[src/rtl/fir_decim_buf.sv]
// Decimator with a first-word-fall-through output FIFO and a sticky overflow flag.
// Defining FIR_DECIM_AVG_EN makes each output the floor mean of DECIM inputs.
module fir_decim_buf #(
  parameter int DECIM = 4,
  parameter int DEPTH = 8,
  parameter int AW    = 3
) (
  input  logic              clk,
  input  logic              rst,
  input  logic signed [7:0] data_i,
  input  logic              valid_i,
  output logic signed [7:0] data_o,
  output logic              valid_o,
  input  logic              ready_i,
  output logic [AW:0]       count_o,
  output logic              overflow_o
);

  localparam int          PW       = $clog2(DECIM);
  localparam logic [AW:0] FULL_CNT = (AW+1)'(DEPTH);

  logic [PW-1:0]     phase_q, phase_d;
  logic [AW-1:0]     wr_ptr_q, wr_ptr_d;
  logic [AW-1:0]     rd_ptr_q, rd_ptr_d;
  logic [AW:0]       count_q, count_d;
  logic              overflow_q, overflow_d;
  logic signed [7:0] mem_q [DEPTH];

  logic              keep;
  logic              pop;
  logic              push;
  logic signed [7:0] push_data;

`ifdef FIR_DECIM_AVG_EN
  localparam int            SW      = 8 + PW;
  localparam logic [PW-1:0] LAST_PH = PW'(DECIM - 1);

  logic signed [SW-1:0] acc_q, acc_d;
  logic signed [SW-1:0] sum;

  // The block sum cannot overflow SW bits, so the shifted result always fits in 8.
  always_comb begin
    sum       = acc_q + SW'(data_i);
    keep      = valid_i && (phase_q == LAST_PH);
    push_data = 8'(sum >>> PW);
    acc_d     = acc_q;
    if (valid_i) begin
      acc_d = (phase_q == '0) ? SW'(data_i) : sum;
    end
  end

  always_ff @(posedge clk) begin
    if (rst) begin
      acc_q <= '0;
    end else begin
      acc_q <= acc_d;
    end
  end
`else
  always_comb begin
    keep      = valid_i && (phase_q == '0);
    push_data = data_i;
  end
`endif

  // NOTE: every always_comb output gets a default first so no path leaves it unassigned (no latch).
  always_comb begin
    pop        = (count_q != '0) && ready_i;
    // A pop in the same cycle frees the slot, so push at full is lossless then.
    push       = keep && ((count_q != FULL_CNT) || pop);
    phase_d    = valid_i ? phase_q + PW'(1) : phase_q;
    wr_ptr_d   = push ? wr_ptr_q + AW'(1) : wr_ptr_q;
    rd_ptr_d   = pop ? rd_ptr_q + AW'(1) : rd_ptr_q;
    overflow_d = overflow_q | (keep & ~push);
    count_d    = count_q;
    if (push && !pop) begin
      count_d = count_q + (AW+1)'(1);
    end else if (pop && !push) begin
      count_d = count_q - (AW+1)'(1);
    end
  end

  // NOTE: sequential state uses non-blocking assignments so all registers update together.
  always_ff @(posedge clk) begin
    if (rst) begin
      phase_q    <= '0;
      wr_ptr_q   <= '0;
      rd_ptr_q   <= '0;
      count_q    <= '0;
      overflow_q <= 1'b0;
    end else begin
      phase_q    <= phase_d;
      wr_ptr_q   <= wr_ptr_d;
      rd_ptr_q   <= rd_ptr_d;
      count_q    <= count_d;
      overflow_q <= overflow_d;
    end
  end

  // NOTE: storage is not reset; stale entries are unreachable because count_q gates the head.
  always_ff @(posedge clk) begin
    if (!rst && push) begin
      mem_q[wr_ptr_q] <= push_data;
    end
  end

  assign valid_o    = (count_q != '0);
  assign data_o     = valid_o ? mem_q[rd_ptr_q] : '0;
  assign count_o    = count_q;
  assign overflow_o = overflow_q;

endmodule

[config.mk]
export PLATFORM = sky130hd
export DESIGN_NAME = fir_decim_buf
export DESIGN_NICKNAME = d
export VERILOG_FILES = /design/src/rtl/fir_decim_buf.sv
export SDC_FILE = /design/constraint.sdc
export NUM_CORES = 1
export LEC_CHECK = 0
export BUFFER_PORTS_ARGS = -buffer_cell sky130_fd_sc_hd__clkbuf_2
export CAP_MARGIN = 25
export CORE_MARGIN = 4
export CORE_UTILIZATION = 60
export DETAILED_ROUTE_END_ITERATION = 12
export GPL_TIMING_DRIVEN = 0
export PLACE_DENSITY = 0.8
export SYNTH_ARGS = -nofsm -noshare
export SYNTH_HDL_FRONTEND = slang
export SYNTH_SLANG_ARGS = --single-unit
[constraint.sdc]
create_clock -name clk -period 4.85 [get_ports clk]
set_clock_uncertainty 0.05 [all_clocks]
set_input_delay 0.7275 -clock clk [delete_from_list [all_inputs] [get_ports clk]]
set_output_delay 0.7275 -clock clk [all_outputs]
set_load 0.005 [all_outputs]
==> summary.md <==
| Metric | Value |
|---|---|
| Status | complete, no violations |
| Cell Pwr Density | 487 nW/um2 |
| Final period util | 62.7% |
| Post-synth top area share | 59.0% |
| Initial Util | 63.0% |
| Final ANT Viol Nets | 0 |
| Post-CTS Resized | 0 |
| Max-Cap Viols | 0 |
| Horiz. Die Dim | 81.7 um |
| Count of final setup violators | 0 |
| Yosys top cell by area | edfxtp_1 |
| First-pass GRT wire length | 9.48 mm |
| Count of state elements after synthesis | 80 |
| Vias per cell | 5.75 |
| Max Freq | 329 MHz |
| Simple logic cell fraction of the synthesized area | 7.68% |
| Compound-Gate Fraction of Synth Area | 1.77% |
| Worst-skew pair later-pin latency | 340 ps |
| Layout cells sized above 1 | 31.4% |
| Vias in the first global route | 1772 |
| Antenna Cells | 0 |
| PortBufs | 24 |
| VDD IR-drop max | 0.000341 V |
| H-Tree Level Count | 3 |
| Cell variety after synth | 35 |
| Hold Vio Cnt, Final | 0 |
| Full die area | 6680 um2 |
| RSZ-0062 raised after global routing | false |
| Setup TNS | 0 ps |
| Worst-path clk slew | 70 ps |
| Row cnt | 26 |
| CP max FO | 9 |
| Worst EP required | 5030 ps |
| Crit Path Class | reg2reg |
| Pleak | 1.27 nW |
| Routed len/inst | 19.7 um |
| Hold slack final | 460 ps |
| Pre-antenna DRT Iters | 4 |
| Synth async-reset ratio | 0% |
| Clock buffer depth | 2 |
| Root Buffer | clkbuf_8 |
| Grt ovf | 0 |
| Average cell area after synthesis | 17.1 um2 |
| WP data arrival | 3220 ps |
| Clock Sinks | 80 |
| Post-CTS Setup Inserts | 0 |
| Max Slew Vio Count | 0 |
| Mapped Cells | 191 |
| Initial antenna violation count | 0 |
| Vias post-DR | 1759 |
| Tmin final | 3040 ps |
| Worst Hold Class | reg2reg |
| Setup crit start kind | flop |
| Iter 0 DRT Violations | 198 |
| Final Util | 70.9% |
| Total nets after synthesis | 210 |
| Post-Syn Area | 3260 um2 |
| YS warnings | 0 |
| Gr usage total | 20.6% |
| Routed WL | 6.02 mm |
| Top FF cell, synth | edfxtp_1 |
| Adder-Cell Fraction of Synth Area | 2.92% |
| Hpwl dp | 4.24 mm |
| Share of the yosys chip area belonging to registers | 68.8% |
| Synth Area in XOR/XNOR | 1.84% |
| Crit end category | flop |
| Total Nets Final | 250 |
| Main combinational cell family by area after synthesis | multiplexers |
| Number of enable flip-flop cells after synthesis | 64 |
| Largest net degree at the start of global routing | 13 |
| Mux cell area share after synthesis | 14.8% |
| Routability Congestion | 0.780 |
| Die Ht | 81.7 um |
| # DRC | 0 |
| Area Growth Syn to Fin | 12.4% |
| Relative slew slack | 41.4% |
| Core area | 5170 um2 |
| Slew @ Worst Pin | 876 ps |
| Top cells by area, synth | edfxtp_1 (59%), mux4_2 (11%), dfxtp_1 (9.8%) |
| TritonCTS Buffers | 9 |
| CTS tree | done |
| Hold-fix buffers, CTS | 0 |
| Setup slack, reg-to-reg | 1810 ps |
| Num ports | 26 |
## cell usage in the layout, fill, tap and decap left out, types with 5 or more instances in the layout
cell and n:
edfxtp_1 64, nor2_1 27, clkbuf_2 25, mux4_2 16, dfxtp_1 16, mux2i_1 11, clkbuf_8 9, ha_1 6
nand2_1 5, buf_4 5
## through the flow
stage | instance area, um2 | worst slack, ps | total power (W) | cells
floorplan | 3260 | 2300 | 0.00123 | 191
global placement | 3470 | 1550 | 0.00138 | 285
detailed placement | 3510 | 1830 | 0.00141 | 290
CTS | 3660 | 1810 | 0.00180 | 306
global route | 3660 | 1620 | 0.00190 | 306
finish | 3660 | 1810 | 0.00179 | 306
## registers in the layout, summed over array words and instances (netlist names), named ones only
name	count
count_o	4
mem_q	64
overflow_o	1
wr_ptr_q	3
rd_ptr_q	3
phase_q	2
## final timing paths
| kind | from | to | cells after the start |
|---|---|---|---|
| worst min register to register | rd_ptr_q[1] | flop | 2 |
| worst min-delay path | rd_ptr_q[1] | flop | 2 |
| worst max register to register | count_o[0] | count_o[3] | 10 |
| worst max-delay path | count_o[0] | count_o[3] | 10 |
## critical path, cell delays in order, from the launching register on
cell and delay [ps]:
dfxtp_1 400, nor4_4 750, inv_4 100, nand2_4 130, ha_1 170, inv_1 100
ha_1 340, a21oi_1 210, a211oi_1 110, a31oi_1 230, mux2_2 360
## power by group
group          leakage (nW)  switching, W  internal [W]
clock network        0.0823      0.000221      0.000178
logic                 0.475      0.000284      0.000271
registers             0.708     0.0000494      0.000783
total                  1.27      0.000554       0.00123
## area by class of cell
type | instances | area (um2)
Tap cell | 70 | 87.6
Multi-Input combinational cell | 97 | 951
Buffer | 8 | 47.5
Clock inverter | 6 | 26.3
Sequential cell | 80 | 2240
Inverter | 6 | 25.0
Timing Repair Buffer | 29 | 158
Fill cell | 338 | 1510
Clock buffer | 10 | 128
## metal layers
metal	up-vias	GRT usage (%)	routed length, um
met1	877	25.5	2300
met2	69	34.9	3250
met5	-	0	0
met4	0	6.48	84
li1	806	-	-
met3	7	6.47	394
## synth_stat cells, types with 2 or more instances
master    count
edfxtp_1     64
nor2_1       27
dfxtp_1      16
mux4_2       16
mux2i_1      11
ha_1          6
nand2_1       5
inv_1         4
nor3_1        4
a21oi_1       3
nand3_1       3
xnor2_1       3
buf_1         2
buf_6         2
clkbuf_1      2
nand3_2       2
nand3b_1      2
xor2_1        2
## cell families after synthesis
kind of cell,count (synthesis)
AND/OR/NAND/NOR,48
adder cells (fa/ha/maj),7
multiplexers,28
XOR/XNOR,6
buffers and inverters,14
flip-flops,80
AO/OA/AOI/OAI,8
Power figures use the tool's default switching activity.
